`src/rtl/mem_access_unit_pkg.sv`:
```
// Shared widths, opcode and state encodings for the memory access unit.
package mem_access_unit_pkg;

  localparam int unsigned ADDR_W_DEF    = 16;
  localparam int unsigned DATA_W_DEF    = 16;
  localparam int unsigned INSTR_W_DEF   = 16;
  localparam int unsigned TIMEOUT_DEF   = 15;

  typedef enum logic [1:0] {
    OP_FETCH = 2'b00,
    OP_LOAD  = 2'b01,
    OP_STORE = 2'b10,
    OP_RSVD  = 2'b11
  } op_e;

  typedef enum logic [1:0] {
    ST_IDLE     = 2'b00,
    ST_ACCESS   = 2'b01,
    ST_COMPLETE = 2'b10,
    ST_ERROR    = 2'b11
  } state_e;

  // Fetch and load both read memory; store is the only write.
  function automatic logic op_is_read(op_e op);
    return (op == OP_FETCH) || (op == OP_LOAD);
  endfunction

endpackage

```
`src/rtl/mem_access_unit_timeout_counter.sv`:
```
// Wait counter for memory acknowledge; expired when TIMEOUT_CYCLES-1 cycles elapsed.
module timeout_counter
  import mem_access_unit_pkg::*;
#(
  parameter int unsigned TIMEOUT_CYCLES = TIMEOUT_DEF
) (
  input  logic clk_i,
  input  logic rst_ni,
  input  logic clear_i,
  input  logic enable_i,
  output logic expired_o
);

  localparam int unsigned CW = $clog2(TIMEOUT_CYCLES);

  logic [CW-1:0] count_q, count_d;

  assign expired_o = (count_q == CW'(TIMEOUT_CYCLES - 1));

  // Next count: clear wins, otherwise advance while enabled and not at limit.
  always_comb begin
    count_d = count_q;
    if (clear_i) begin
      count_d = '0;
    end else if (enable_i && !expired_o) begin
      count_d = count_q + CW'(1);
    end
  end

  // Counter register.
  always_ff @(posedge clk_i or negedge rst_ni) begin
    if (!rst_ni) begin
      count_q <= '0;
    end else begin
      count_q <= count_d;
    end
  end

endmodule

```
`src/rtl/mem_access_unit.sv`:
```
// Memory access unit: performs one fetch/load/store per request with ack timeout.
module mem_access_unit
  import mem_access_unit_pkg::*;
#(
  parameter int unsigned ADDRESS_BUS_WIDTH = ADDR_W_DEF,
  parameter int unsigned DATA_BUS_WIDTH    = DATA_W_DEF,
  parameter int unsigned INSTRUCTION_WIDTH = INSTR_W_DEF,
  parameter int unsigned TIMEOUT_CYCLES    = TIMEOUT_DEF
) (
  input  logic                         clk,
  input  logic                         rst_n,
  input  logic                         req_valid,
  output logic                         req_ready,
  input  logic [1:0]                   req_op,
  input  logic [ADDRESS_BUS_WIDTH-1:0] req_addr,
  input  logic [DATA_BUS_WIDTH-1:0]    req_wdata,
  output logic [ADDRESS_BUS_WIDTH-1:0] mem_addr,
  output logic [DATA_BUS_WIDTH-1:0]    mem_wdata,
  output logic                         mem_rd,
  output logic                         mem_wr,
  input  logic                         mem_ack,
  input  logic [DATA_BUS_WIDTH-1:0]    mem_rdata,
  output logic [INSTRUCTION_WIDTH-1:0] ir_data,
  output logic                         ir_enable,
  output logic [DATA_BUS_WIDTH-1:0]    mdr_data,
  output logic                         mdr_enable,
  output logic                         done,
  output logic                         err,
  output logic                         busy
);

  state_e                         state_q, state_d;
  op_e                            op_q, op_d;
  logic [ADDRESS_BUS_WIDTH-1:0]   addr_q, addr_d;
  logic [DATA_BUS_WIDTH-1:0]      wdata_q, wdata_d;
  logic [INSTRUCTION_WIDTH-1:0]   ir_q, ir_d;
  logic [DATA_BUS_WIDTH-1:0]      mdr_q, mdr_d;
  logic                           cnt_clear, cnt_en, cnt_expired;

  timeout_counter #(
    .TIMEOUT_CYCLES(TIMEOUT_CYCLES)
  ) u_timeout (
    .clk_i    (clk),
    .rst_ni   (rst_n),
    .clear_i  (cnt_clear),
    .enable_i (cnt_en),
    .expired_o(cnt_expired)
  );

  assign mem_addr  = addr_q;
  assign mem_wdata = wdata_q;
  assign ir_data   = ir_q;
  assign mdr_data  = mdr_q;

  // Read data is written straight into IR/MDR on the ack edge, so the value is
  // already presented during COMPLETE and simply holds afterwards.
  // Next-state, datapath latching and output decode.
  always_comb begin
    state_d    = state_q;
    op_d       = op_q;
    addr_d     = addr_q;
    wdata_d    = wdata_q;
    ir_d       = ir_q;
    mdr_d      = mdr_q;
    cnt_clear  = 1'b1;
    cnt_en     = 1'b0;
    req_ready  = 1'b0;
    busy       = 1'b1;
    mem_rd     = 1'b0;
    mem_wr     = 1'b0;
    done       = 1'b0;
    err        = 1'b0;
    ir_enable  = 1'b0;
    mdr_enable = 1'b0;
    case (state_q)
      ST_IDLE: begin
        req_ready = 1'b1;
        busy      = 1'b0;
        if (req_valid) begin
          op_d    = op_e'(req_op);
          addr_d  = req_addr;
          wdata_d = req_wdata;
          state_d = (op_e'(req_op) == OP_RSVD) ? ST_ERROR : ST_ACCESS;
        end
      end
      ST_ACCESS: begin
        mem_rd    = op_is_read(op_q);
        mem_wr    = (op_q == OP_STORE);
        cnt_clear = 1'b0;
        if (mem_ack) begin
          cnt_clear = 1'b1;
          if (op_q == OP_FETCH) ir_d = mem_rdata[INSTRUCTION_WIDTH-1:0];
          if (op_q == OP_LOAD)  mdr_d = mem_rdata;
          state_d = ST_COMPLETE;
        end else if (cnt_expired) begin
          state_d = ST_ERROR;
        end else begin
          cnt_en = 1'b1;
        end
      end
      ST_COMPLETE: begin
        done       = 1'b1;
        ir_enable  = (op_q == OP_FETCH);
        mdr_enable = (op_q == OP_LOAD);
        state_d    = ST_IDLE;
      end
      ST_ERROR: begin
        err     = 1'b1;
        state_d = ST_IDLE;
      end
      default: state_d = ST_IDLE;
    endcase
  end

  // State and datapath registers.
  always_ff @(posedge clk or negedge rst_n) begin
    if (!rst_n) begin
      state_q <= ST_IDLE;
      op_q    <= OP_FETCH;
      addr_q  <= '0;
      wdata_q <= '0;
      ir_q    <= '0;
      mdr_q   <= '0;
    end else begin
      state_q <= state_d;
      op_q    <= op_d;
      addr_q  <= addr_d;
      wdata_q <= wdata_d;
      ir_q    <= ir_d;
      mdr_q   <= mdr_d;
    end
  end

endmodule

```
`config.mk`:
```
export PLATFORM = sky130hd
export DESIGN_NAME = mem_access_unit
export DESIGN_NICKNAME = d
export VERILOG_FILES = /design/src/rtl/mem_access_unit_pkg.sv /design/src/rtl/mem_access_unit_timeout_counter.sv /design/src/rtl/mem_access_unit.sv
export SDC_FILE = /design/constraint.sdc
export NUM_CORES = 1
export LEC_CHECK = 0
export ABC_AREA = 1
export CORE_MARGIN = 4
export CORE_UTILIZATION = 44
export CTS_BUF_LIST = sky130_fd_sc_hd__clkbuf_4 sky130_fd_sc_hd__clkbuf_8
export CTS_CLUSTER_SIZE = 14
export DETAILED_ROUTE_END_ITERATION = 10
export PLACE_DENSITY = 0.88
export REMOVE_ABC_BUFFERS = 1
export SETUP_SLACK_MARGIN = 0.1
export SLEW_MARGIN = 20
export SYNTH_ARGS = -nofsm -noshare
export SYNTH_HDL_FRONTEND = slang
export SYNTH_SLANG_ARGS = --single-unit
export TNS_END_PERCENT = 100
```
`constraint.sdc`:
```
create_clock -name clk -period 1.6 [get_ports clk]
set_input_delay 0.32 -clock clk [delete_from_list [all_inputs] [get_ports clk]]
set_output_delay 0.32 -clock clk [all_outputs]
set_load 0.005 [all_outputs]
```
=== Yosys cells after proc, flatten, opt, wreduce, memory -nomap -nowiden ===
Cells that the tools add are included.

* Bits in registers: 72
* Bits in latches: 0
* Memory bits (writable): 0
* Bits in read-only memories: 0
* Input port bits: 54
* Output and inout bits: 72
* Word-level logic and storage cells: 48
* Memories: 0

* Add/sub/neg operators: 1
* $mul: 0
* Div/mod/pow operators: 0
* $lt $le $gt $ge: 0
* Equal/unequal tests: 9
* Shifts and indexed selects: 0
* Mux-type cells: 20
* Bitwise operators: 0
* Reduce and logical (&&, ||, !) cells: 11

{| class="wikitable"
|+ Operators with widths
! cell !! count
|-
| $mux W1 || 13
|-
| $eq A2 B2 Y1 const B || 4
|-
| $mux W2 || 4
|-
| $mux W4 || 2
|-
| $pmux W2 S3 || 1
|-
| $reduce_and A3 Y1 || 2
|-
| $add A4 B1 Y4 const B || 1
|-
| $eq A2 B1 Y1 const B || 2
|-
| $eq A4 B4 Y1 const B || 1
|-
| $logic_not A2 Y1 || 2
|-
| $reduce_and A2 Y1 || 2
|-
| $ne A3 B2 Y1 const B || 1
|-
| $ne A2 B2 Y1 const B || 1
|-
| $reduce_bool A2 Y1 || 1
|-
| $reduce_or A2 Y1 || 1
|-
| $logic_and A1 B1 Y1 || 1
|-
| $logic_not A1 Y1 || 1
|-
| $logic_or A1 B1 Y1 || 1
|}

=== Logic depth before layout (Yosys ltp) ===
Gate-level depths: netlist of the first run.

* Depth in word-level cells: 7
* Gate-level depth with buffers: 7

=== By module ===
Synthesis of the first run repeated with hierarchy kept, for this count alone.

* Cell total of the unflattened synthesis: 360
* Area total of the unflattened synthesis: 3244.4 µm²

{| class="wikitable"
|+ Modules (own cells, without submodules)
! module !! times used !! cells each !! area an instance (µm²)
|-
| mem_access_unit || 1 || 328 || 2995.4
|-
| timeout_counter || 1 || 32 || 249.0
|}

=== Worst setup path before layout of the first run ===
No wires, ideal clock.

* Path type: register -> output
* From: register op_q[1]
* To: output port mdr_enable
* Arrival time: 1.023 ns
* Required time: 1.280 ns
* Setup slack: 0.257 ns
* Stages on the path, launching flop included: 5
* Buffers on the path: 1
* Cells stage by stage: dfrtp_1 -> inv_1 -> nand2_1 -> buf_2 -> nor3_1

* Word-level cells in the longest chain between the ends: 2

{| class="wikitable"
|+ Ends and longest elaborated chain
! item !! line !! RTL
|-
| from (decl) || mem_access_unit.sv:33 || <nowiki>op_e op_q, op_d;</nowiki>
|-
| from (signal assigned) || mem_access_unit.sv:126 || <nowiki>op_q <= op_d;</nowiki>
|-
| $eq A2 B1 Y1 || mem_access_unit.sv:104 || <nowiki>mdr_enable = (op_q == OP_LOAD);</nowiki>
|-
| $mux W1 || mem_access_unit.sv:75 || <nowiki>case (state_q)</nowiki>
|-
| to (decl) || mem_access_unit.sv:26 || <nowiki>output logic mdr_enable,</nowiki>
|}

Every way passes these cells.

=== Worst setup path after layout of the first run ===
* From: register op_q[1]
* To: output port ir_enable

* Word-level cells in the longest chain between the ends: 2

{| class="wikitable"
|+ Ends and longest elaborated chain
! item !! line !! RTL
|-
| $logic_not A2 Y1 || mem_access_unit.sv:103 || <nowiki>ir_enable = (op_q == OP_FETCH);</nowiki>
|-
| $mux W1 || mem_access_unit.sv:75 ||
|-
| to (decl) || mem_access_unit.sv:24 || <nowiki>output logic ir_enable,</nowiki>
|}

Every way passes these cells.

==> results of run 1 <==
cells by family after synthesis:
group	synth area share [%]
AND/OR/NAND/NOR	31.72
flip-flops	59.41
buffers and inverters	4.538
AO/OA/AOI/OAI	3.218
adder cells (fa/ha/maj)	0.8250
XOR/XNOR	0.2888
routing by layer:
layer | up-vias | global-route usage, % | wire length [µm]
met3 | 25 | 8.760 | 968
met2 | 138 | 36.48 | 4980
li1 | 1433 | - | -
met1 | 1466 | 27.00 | 3875
met4 | 0 | 9.296 | 219
met5 | - | 0 | 0
area by class of cell:
type / instances / area [µm²]
Clock inverter: 6 / 130.1
Fill cell: 458 / 1451
Inverter: 10 / 42.54
Timing Repair Buffer: 173 / 1638
Sequential cell: 72 / 1804
Multi-Input combinational cell: 238 / 1231
Tap cell: 77 / 96.34
Clock buffer: 10 / 137.6
through the flow:
stage / TNS, ps / setup WS [ps] / power [µW] / hold WS (ps) / util, %
5_1_grt: -58.24 / -28.89 / 10080 / 492.8 / 77.78
6_report: 0 / 13.95 / 9499 / 471.6 / 77.78
2_1_floorplan: -3430 / -154.2 / 4427 / 24.41 / -
3_5_place_dp: -381.9 / -80.37 / 7130 / 363.3 / 68.41
4_1_cts: -51.48 / -39.03 / 9032 / 471.6 / 74.27
3_3_place_gp: -17.94 / -17.94 / 6973 / 360.3 / 68.41
what timing repair did:
action / in CTS / in global routing
buffers inserted: 21 / 3
hold endpoints to repair: 35 / 0
pin swaps: 32 / 15
setup endpoints to repair: 72 / 70
hold buffers: 1 / 0
resized for setup: 113 / 45
cloned: 0 / 3
synthesized netlist by cell type (3+ instances only):
cell / number
nand4_1: 17
nor2_1: 5
dfrtp_1: 72
nor2_4: 3
buf_2: 14
nand3_1: 40
inv_1: 8
o21ai_0: 6
clkbuf_1: 3
nand2_1: 142
o21ai_1: 11
critical path, delay by kind of cell, from the launching register on:
family | cells | cell delay (ps)
flops | 1 | 400
simple gates | 1 | 240
buf+inv | 2 | 280
report_power, final:
group | total [µW] | internal [µW] | switching, µW
Combinational | 4430 | 2250 | 2180
Clock | 1920 | 1230 | 686
Sequential | 3150 | 2630 | 519
sequential cells by signal (all words and copies together) (netlist names):
name               cells
ir_data               16
mdr_data              16
mem_addr              16
mem_wdata             16
op_q                   2
state_q                2
u_timeout.count_q      4
how the worst max path moves through the flow:
| stage | from | to | slack (ps) | cells after the start |
|---|---|---|---|---|
| final | op_q[1]$_DFFE_PN0P_ | ir_enable | 10 | 3 |
| after CTS | state_q[1]$_DFFE_PN0P_ | ir_enable | -40 | 4 |
| after global placement | state_q[0]$_DFFE_PN0P_ | ir_enable | -20 | 2 |
| after floorplan | state_q[0]$_DFFE_PN0P_ | op_q[1]$_DFFE_PN0P_ | -150 | 4 |
| after detailed placement | state_q[0]$_DFFE_PN0P_ | ir_enable | -80 | 2 |
| after global routing | op_q[1]$_DFFE_PN0P_ | ir_enable | -30 | 3 |
==> flow_summary.json, run 1 <==
{
  "cp_max_fo": 3,
  "grt_max_degree": 73,
  "fin_nets": 560,
  "synthCells": 338,
  "synth_area_leaders": "dfrtp_1 59%, nand2_1 18%, nand3_1 6.6%",
  "worstReg2RegStart": "state_q[0]$_DFFE_PN0P_",
  "holdPathEnd": "mem_wdata[10]$_DFFE_PN0P_",
  "slowest_delay_ps": 400,
  "yosys.area.top_type": "dfrtp_1",
  "cts_root_buf": "clkbuf_8",
  "hold_path_startpoint": "mem_wdata[10]$_DFFE_PN0P_",
  "clock-sinks": 72,
  "vias": 3062,
  "ys_ff_latch": 72,
  "grt_pass1_wl_mm": 14.97,
  "fin_skew_ps": 13.67,
  "synth_cell_types": 23,
  "start_util_pct": 46.44,
  "layout-drive-gt1-share_pct": 21.81,
  "dieWidth_um": 91.03,
  "period_share_pct": 99.13,
  "htree_levels": 3,
  "cts-buffers-inserted": 9,
  "netlist_area_um2": 3033,
  "rr_worst_depth": 8,
  "final_common_cell": "nand2_1",
  "dpl.cell_count": 543,
  "synth_area_per_cell_um2": 8.973,
  "critPathCaptureType": "output pin",
  "final_area_um2": 5080,
  "grt_antenna_before_repair": 0,
  "outcome": "finished, final reports clean",
  "crit_slowest_cell": "dfrtp_1",
  "crit_required_ps": 1280,
  "cts_tree": "yes",
  "core.rowCount": 29,
  "grtUsageTotal_pct": 22.55,
  "finalHoldViolations": 0,
  "synth-main-ff-cell": "dfrtp_1",
  "die_area_um2": 8286,
  "first_global_vias": 3091,
  "rrSetupSlack_ps": 90,
  "setup_viol": 0,
  "hold_path.class": "flip-flop to flip-flop",
  "fmax_ghz": 0.6305,
  "viasPerCell": 5.225,
  "io_buffers": 125,
  "final-instance-count-excl-fill": 586,
  "worstPathCellList": "buf_6 > nor4_4 > buf_2",
  "p_leak_uw": 0.002703,
  "first_pass_iters": 4,
  "mostFrequentLayoutCells": "123 x nand2_1, 70 x dfrtp_1, 64 x dlygate4sd2_1, 52 x clkdlybuf4s50_1, 40 x nand3_1",
  "ant_nets": 0,
  "dp_hpwl_mm": 6.248,
  "path_class": "flip-flop to output pin",
  "drv_cap": 0,
  "flow.area_growth_from_synthesis_pct": 67.49,
  "synth_edf_count": 0,
  "drt_iter0_drc": 101,
  "ir_drop_uv": 1024,
  "cp.arrival_ps": 1270,
  "fin_crit_ps": 1586,
  "clk_pin_slew_ps": 70,
  "route.detailed.drc": 0,
  "cts_max_path_buffers": 2,
  "rsz0062_at_grt": "yes",
  "drt_wl_total_mm": 10.04,
  "synth_top_area_share_pct": 59.41,
  "async_flop_share_pct": 100.0,
  "r2r-end": "ir_data[15]$_DFFE_PN0P_",
  "whs_path_depth": 2,
  "power.density_nw_per_um2": 1870,
  "slew-limit-headroom_pct": 74.45,
  "worstMarginPinSlew_ps": 383.2,
  "placed_cell_area_um2": 4468,
  "overflow": 0,
  "start_kind": "flip-flop",
  "n_antenna_cell": 0,
  "die_height_um": 91.03,
  "ios": 126,
  "insertion_delay_ps": 350,
  "route.detailed.wl_per_inst_um": 17.14,
  "place.gp.congestion": 0.8153,
  "synth_seq_area_share_pct": 59.41,
  "slew_viol_final": 0,
  "ys_warn_count": 0,
  "fp.coreArea_um2": 6531
}
Power figures use the tool's default switching activity.
==> run 2: changes to the inputs <==
CORE_UTILIZATION = 43   (was 44)
CTS_BUF_LIST = sky130_fd_sc_hd__clkbuf_8 sky130_fd_sc_hd__clkbuf_16   (was sky130_fd_sc_hd__clkbuf_4 sky130_fd_sc_hd__clkbuf_8)
PLACE_DENSITY = 0.86   (was 0.88)
==> run 2 against run 1 <==
Against the previous run:
- global-route usage fell by 1.3 points
- final area grew 2.6%
- power is 3.2% higher
- largest power group unchanged
- highest routed layer unchanged
==> flow_summary.json, run 2 (synthesis results as in run 1) <==
{
  "start_kind": "flip-flop",
  "start_util_pct": 44.40,
  "flow.area_growth_from_synthesis_pct": 71.91,
  "die_area_um2": 8461,
  "p_sw_share_pct": 36.02,
  "path_class": "flip-flop to flip-flop",
  "combPwrFrac_pct": 48.0,
  "crit_family": "buffers and inverters",
  "fp.coreArea_um2": 6832,
  "critPathCaptureType": "flip-flop",
  "fmax_ghz": 0.6345,
  "viasPerCell": 5.095,
  "crit_path_frequent_cell": "buf_6",
  "mostFrequentLayoutCells": "95 x nand2_1, 71 x dfrtp_1, 64 x dlygate4sd2_1, 52 x clkdlybuf4s50_1, 40 x nand3_1",
  "die_height_um": 91.99,
  "ios": 126,
  "outcome": "finished, final reports clean",
  "grtUsageTotal_pct": 21.25,
  "ant_nets": 0,
  "insertion_delay_ps": 340,
  "ir_drop_uv": 967.9,
  "rsz0062_at_grt": "yes",
  "worstMarginPinSlew_ps": 373.5,
  "n_antenna_cell": 0,
  "wl_met3_mm": 1.054,
  "crit_slowest_cell": "dfrtp_2",
  "cts_root_buf": "clkbuf_8",
  "dp_worst_setup_slack_ps": -54.24,
  "grt_antenna_before_repair": 0,
  "dieWidth_um": 91.99,
  "place.gp.congestion": 0.8231,
  "wl_met1_mm": 3.770,
  "wl_met2_mm": 4.800,
  "layout-drive-gt1-share_pct": 27.02,
  "worstPathCellList": "buf_6 > nor2_4 > buf_6 > buf_6 > buf_12 > nand2_8 > buf_12 > nor2_4 > a21oi_2",
  "setup_viol": 0,
  "fin_skew_ps": 7.433,
  "grt_max_degree": 73,
  "cp.arrival_ps": 1800,
  "vias": 3072,
  "p_leak_uw": 0.002738,
  "sequentialPowerShare_pct": 32.6,
  "fin_crit_ps": 1576,
  "period_share_pct": 98.50,
  "power.density_nw_per_um2": 1881,
  "fin_hold_ws_ps": 4.103,
  "cts-buffers-inserted": 9,
  "first_pass_iters": 4,
  "clock-sinks": 72,
  "route.detailed.drc": 0,
  "clkPwrFrac_pct": 19.4,
  "drt_iter0_drc": 148,
  "slowest_delay_ps": 440,
  "grt_pass1_wl_mm": 14.25,
  "total_power_uw": 9806,
  "cts_max_path_buffers": 2,
  "layout_setup_ws_ps": 24.03,
  "io_buffers": 125,
  "cts.hold.buffers_added": 0,
  "htree_levels": 3,
  "core.rowCount": 30,
  "hold_path.class": "input pin to async pin",
  "cts_tree": "yes",
  "fin_nets": 558,
  "final.setup.tns_ps": 0,
  "overflow": 0,
  "clk_pin_slew_ps": 80,
  "p_int_uw": 6274,
  "top_layer_used": "met4",
  "finalHoldViolations": 0,
  "nFillCells": 471,
  "slew-limit-headroom_pct": 75.10,
  "slew_viol_final": 0,
  "first_global_vias": 3068,
  "cp_num_buf_inv": 5,
  "final_util_pct": 76.32,
  "drt_wl_total_mm": 9.818,
  "drv_cap": 0,
  "dp_hpwl_mm": 6.132,
  "final_common_cell": "nand2_1",
  "p_switching_uw": 3532,
  "cp_max_fo": 9,
  "crit_required_ps": 1830,
  "route.detailed.wl_per_inst_um": 16.28
}
==> run 2: cell types whose count changed in the layout (fill, tap and decap cells not counted), moves of 2 or more <==
cell,before,now
buf_6,17,7
buf_12,3,5
buf_2,7,9
nand2_4,3,16
nand2_1,123,95
buf_4,26,30
o21ai_0,1,6
inv_4,2,0
nand2_2,16,31
o21ai_1,13,11
nor2_1,4,2
o21ai_2,3,0
==> run 2: worst paths after layout <==
check	cells after the start	to	slack, ps	from
setup / recovery	9	op_q[1]$_DFFE_PN0P_	20	state_q[0]$_DFFE_PN0P_
hold / removal	2	ir_data[5]$_DFFE_PN0P_	4	rst_n
setup reg to reg	9	op_q[1]$_DFFE_PN0P_	20	state_q[0]$_DFFE_PN0P_
hold reg to reg	2	mdr_data[15]$_DFFE_PN0P_	470	mdr_data[15]$_DFFE_PN0P_
max in group asynchronous	2	state_q[0]$_DFFE_PN0P_	1290	rst_n
min in group clk	2	mdr_data[15]$_DFFE_PN0P_	470	mdr_data[15]$_DFFE_PN0P_
==> run 2: metrics by stage <==
stage | instances | cell area (µm²)
after global placement | 560 | 4499
after detailed placement | 560 | 4499
after global routing | 603 | 5214
final | 603 | 5214
after floorplan | 319 | 2933
after CTS | 593 | 4831
==> run 2: timing repair <==
| item | in CTS | in global routing |
|---|---|---|
| gates cloned | 0 | 5 |
| gates resized for setup | 112 | 74 |
| pin swaps | 2 | 10 |
| setup endpoints to repair | 72 | 41 |
| buffers inserted | 17 | 5 |
==> run 2: layer usage <==
layer / GRT usage, % / up-vias
li1: - / 1429
met1: 24.81 / 1479
met2: 34.91 / 150
met3: 7.957 / 14
met4: 9.406 / 0
met5: 0 / -
==> run 2: cell type report <==
type	count	area, µm²	share of cell area, %
Multi-Input combinational cell	237	1343	25.75
Inverter	10	45.04	0.8639
Sequential cell	72	1803	34.58
Tap cell	96	120.1	2.304
Clock buffer	10	137.6	2.640
Timing Repair Buffer	172	1635	31.37
Clock inverter	6	130.1	2.496
==> run 2: power by group through the flow <==
stage	registers [µW]	logic (µW)	clock network, µW
finish	3200	4710	1900
global route	3290	5100	2010
CTS	3070	3810	1930
detailed placement	3130	3950	0
global placement	3120	3820	0
floorplan	3180	1250	0
==> run 3: changes to the inputs <==
CORE_UTILIZATION = 40   (was 43)
PLACE_DENSITY = 0.82   (was 0.86)
==> run 3 against run 2 <==
Against the previous run:
- the run now ends with negative setup slack left
- critical endpoint is now ir_enable
- worst setup slack got worse by 31 ps
- power decreased by 9.2%
- final area decreased by 4.6%
- largest cell class unchanged
- global-route usage decreased by 0.83 points
- combinational power decreased by 10%
- final cell count increased by 0.17%
- sequential share of layout area increased by 1.7 points
- sequential power decreased by 3%
- via count decreased by 3.1%
- sequential cell count unchanged
- non-clock buffer count decreased by 2
- largest power group unchanged
==> flow_summary.json, run 3 (synthesis results as in run 1) <==
{
  "outcome": "complete, but fails checks",
  "violations": "negative setup slack",
  "grt_antenna_before_repair": 0,
  "worstMarginPinSlew_ps": 394.1,
  "first_pass_iters": 4,
  "overflow": 0,
  "ant_nets": 0,
  "io_buffers": 125,
  "power.density_nw_per_um2": 1789,
  "insertion_delay_ps": 330,
  "seq_area_um2": 1804,
  "drv_cap": 0,
  "fin_skew_ps": 6.321,
  "setup_viol": 1,
  "fin_crit_ps": 1607,
  "cts_max_path_buffers": 2,
  "route.detailed.wl_per_inst_um": 15.23,
  "clock-sinks": 72,
  "cts_tree": "yes",
  "crit_path_start": "state_q[1]$_DFFE_PN0P_",
  "route.detailed.drc": 0,
  "first_global_vias": 3038,
  "ios": 126,
  "rr_worst_depth": 8,
  "viasPerCell": 4.929,
  "die_height_um": 95.08,
  "htree_levels": 3,
  "die_area_um2": 9039,
  "multi_input_area_um2": 1142,
  "layout-drive-gt1-share_pct": 17.03,
  "core.rowCount": 31,
  "cts_root_buf": "clkbuf_8",
  "rsz0062_at_grt": "yes",
  "worstReg2RegStart": "state_q[0]$_DFFE_PN0P_",
  "mostFrequentLayoutCells": "141 x nand2_1, 70 x dfrtp_1, 64 x dlygate4sd2_1, 52 x clkdlybuf4s50_1, 40 x nand3_1",
  "flow.area_growth_from_synthesis_pct": 64.07,
  "met2_usage_pct": 32.36,
  "vias": 2977,
  "clk_pin_slew_ps": 80,
  "hold_path.class": "input pin to async pin",
  "cts-buffers-inserted": 9,
  "p_leak_uw": 0.002653,
  "rrSetupSlack_ps": 190,
  "dp_hpwl_mm": 6.352,
  "nFillCells": 599,
  "r2r-end": "op_q[1]$_DFFE_PN0P_",
  "cp_max_fo": 5,
  "grt_pass1_wl_mm": 14.35,
  "path_class": "flip-flop to output pin",
  "n_antenna_cell": 0,
  "start_kind": "flip-flop",
  "drt_iter0_drc": 99,
  "period_share_pct": 100.5,
  "gr-usage-met1_pct": 25.72,
  "grtUsageTotal_pct": 20.42,
  "slew-limit-headroom_pct": 73.73,
  "slew_viol_final": 0,
  "fmax_ghz": 0.6222,
  "final_util_pct": 68.24,
  "crit_required_ps": 1280,
  "total_power_uw": 8901,
  "start_util_pct": 41.59,
  "final_common_cell": "nand2_1",
  "drt_wl_total_mm": 9.201,
  "layout_setup_ws_ps": -7.292,
  "cp-endpoint": "ir_enable",
  "dieWidth_um": 95.08,
  "grt_max_degree": 37,
  "critPathCaptureType": "output pin",
  "grt_util_met3_pct": 7.498,
  "fin_nets": 556,
  "place.gp.congestion": 0.8164,
  "cp.arrival_ps": 1290,
  "finalHoldViolations": 0,
  "fp.coreArea_um2": 7292,
  "ir_drop_uv": 1058,
  "grt-busiest-layer": "met2"
}
run 3: cell types whose count changed in the layout (fill, tap and decap cells not counted), moves of 2 or more:
cell / previous run / this run
nand2_1: 95 / 141
nand2_2: 31 / 1
nand2_4: 16 / 1
buf_4: 30 / 26
buf_6: 7 / 10
buf_2: 9 / 7
buf_8: 2 / 0
bufinv_16: 4 / 2
clkinvlp_4: 0 / 2
run 3: report_power, final:
part	internal (µW)	switching, µW
clock	912	654
combinational	2240	2000
sequential	2630	472
total	5780	3130
run 3: repair_timing:
action / in CTS / in global routing
pin swaps: 3 / 1
endpoints found under the hold margin: 12 / 0
setup buffers: 11 / 4
cloned: 1 / 3
resized for setup: 111 / 10
endpoints found under the setup margin: 106 / 41
hold buffers: 1 / 0
run 3: layout make-up:
type                    instances  share of cell area [%]
clock buffers                  10                   2.766
inverters                      10                  0.8549
well taps                      99                   2.489
flip-flops and latches         72                   36.26
clock inverters                 6                   1.685
repair buffers                170                   32.99
multi-input cells             237                   22.96
run 3: how the worst min path moves through the flow:
stage                      from  slack, ps  cells past startpoint                 endpoint
after floorplan           rst_n         20                      0   ir_data[0]$_DFFE_PN0P_
after global placement    rst_n        250                      1   ir_data[2]$_DFFE_PN0P_
after detailed placement  rst_n        260                      1  mdr_data[3]$_DFFE_PN0P_
after CTS                 rst_n        430                      2   ir_data[2]$_DFFE_PN0P_
after global routing      rst_n        450                      2   ir_data[2]$_DFFE_PN0P_
final                     rst_n        450                      2  mdr_data[3]$_DFFE_PN0P_
run 3: per-layer routing:
metal,part of all wire (%),vias to the layer above
met5,0,-
met4,0.36,0
met3,11,2
met2,48,147
met1,40,1394
li1,-,1434
run 3: critical path: stages (launching register included):
cell and delay (ps):
dfrtp_1 390, buf_6 120, inv_6 40, nor4_4 240, buf_2 160
run 3: metrics by stage:
stage / TNS (ps) / hold slack [ps] / setup WS (ps) / instance area, µm² / cells
2_1_floorplan: -3430 / 24.41 / -154.2 / 2933 / 319
3_3_place_gp: -163.7 / 252.0 / -75.03 / 4553 / 568
3_5_place_dp: -306.6 / 257.8 / -110.7 / 4553 / 568
4_1_cts: -29.29 / 427.1 / -18.97 / 4856 / 597
5_1_grt: -269.3 / 445.1 / -105.2 / 4976 / 604
6_report: -7.292 / 446.7 / -7.292 / 4976 / 604
==> patch: new RTL, config.mk and constraints of run 3 <==
Re-encode `state_e` (4 states) as Gray code, 2 bits wide.
--- a/src/rtl/mem_access_unit_pkg.sv
+++ b/src/rtl/mem_access_unit_pkg.sv
@@ -17,6 +17,6 @@
     ST_IDLE     = 2'b00,
     ST_ACCESS   = 2'b01,
-    ST_COMPLETE = 2'b10,
-    ST_ERROR    = 2'b11
+    ST_COMPLETE = 2'b11,
+    ST_ERROR    = 2'b10
   } state_e;
 
Check against the original RTL: same outputs for any inputs over 10 cycles, from zero or initial values and one cycle with rst_n low; not proved beyond that.
==> patch against run 3 <==
Sequential cell count is the same; critical path depth grew 1; setup slack gained 0.00064 ns; total power shrank 6.6%; core utilization shrank 1.1 points; via count shrank 3.2%; cell area shrank 1.1%; the flow still finishes with violations (setup timing); synthesized area grew 0.12%; synthesized cell count grew 0.59%; routed wire length shrank 6.9%.
==> patch: results (changes against run 3) <==
* Hpwl dp at 5.896 mm (-7.2%)
* Yosys cell types at 25 (+8.7%)
* CP endpoint: mem_rd
* GPL Wtd Cong at 0.7163 (-12%)
* CP max stage cell: dfrtp_2
* Largest net degree at the start of global routing at 37 (unchanged)
* Vias per cell at 4.746 (-3.7%)
* Failing checks: setup timing
* Global-route wire length before repair at 13.77 mm (-4.0%)
* Post-synthesis sequential area ratio at 0.5933 (-0.0007343)
* Post-Synth XOR/XNOR Area at 0.002884 (-0.000003570)
* Setup tns final at -0.01258 ns (-0.005284 ns)
* Ranking of synthesized cells by area: dfrtp_1, nand2_1, nand3_1
* CTS resizes at 114 (+2.7%)
* Vias in the first global route at 2994 (-1.4%)
* Worst path max stage delay at 0.45 ns (+0.06 ns)
* Reg2Reg Capture Point: op_q[1]
* Dpl ws at -0.04723 ns (+0.06343 ns)
* Max VDD drop at 0.0006861 V (-35%)
* Adder and majority cell fraction of the synthesized area at 0.008241 (-0.00001020)
* Cells after synthesis at 340 (+0.59%)
* GRT Total Usage at 0.1947 (-0.009538)
* Layout cells sized above 1 at 0.2146 (+0.04427)
* 1st-iter DRT viols at 137 (+38%)
* Placement Cell Area at 4468 um^2 (-1.9%)
* Hold Worst Slack at 0.4102 ns (-0.03658 ns)
* Final setup margin at -0.006649 ns (+0.0006436 ns)
* FF-to-FF setup slack at 0.09 ns (-0.10 ns)
* CTS Hold Bufs at 1 (unchanged)
* Setup Skew at 0.007109 ns (+0.0007877 ns)
* Compound-cell area share of the yosys netlist at 0.07293 (+0.04075)
* Postcts setup bufs at 23 (+12)
* Status: complete, but fails checks
* Least-Margin Pin Slew at 0.3261 ns (-0.06797 ns)
* Synth top cells by count: nand2_1, dfrtp_1, nand3_1
* Clock Pin Slew Worst Setup and Hold Paths at 0.08 ns (about the same)
* Filler cells at 575 (-4.0%)
* Final setup vio count at 2 (+1)
* Drt total wl at 8.569 mm (-6.9%)
[patch: metal layers]
layer | part of all wire | up-vias | global-route usage | wire (um)
li1 | - | 1405 | - | -
met1 | 0.39 | 1349 | 0.2198 | 3335
met2 | 0.49 | 113 | 0.3329 | 4241
met3 | 0.097 | 14 | 0.06946 | 833
met4 | 0.018 | 0 | 0.08053 | 158
met5 | 0 | - | 0 | 0
[patch: report_power, final]
part           switching, W  internal [W]  total [W]
sequential         0.000497       0.00266    0.00316
clock              0.000718      0.000575    0.00129
combinational       0.00180       0.00206    0.00387
total               0.00302       0.00530    0.00832
[patch: area by class of cell]
cell class / count / area (um^2) / area share
Clock buffer: 9 / 123.9 / 0.02518
Clock inverter: 7 / 55.05 / 0.01119
Inverter: 26 / 102.6 / 0.02085
Multi-Input combinational cell: 226 / 1129 / 0.2294
Sequential cell: 72 / 1805 / 0.3670
Tap cell: 99 / 123.9 / 0.02518
Timing Repair Buffer: 168 / 1580 / 0.3212
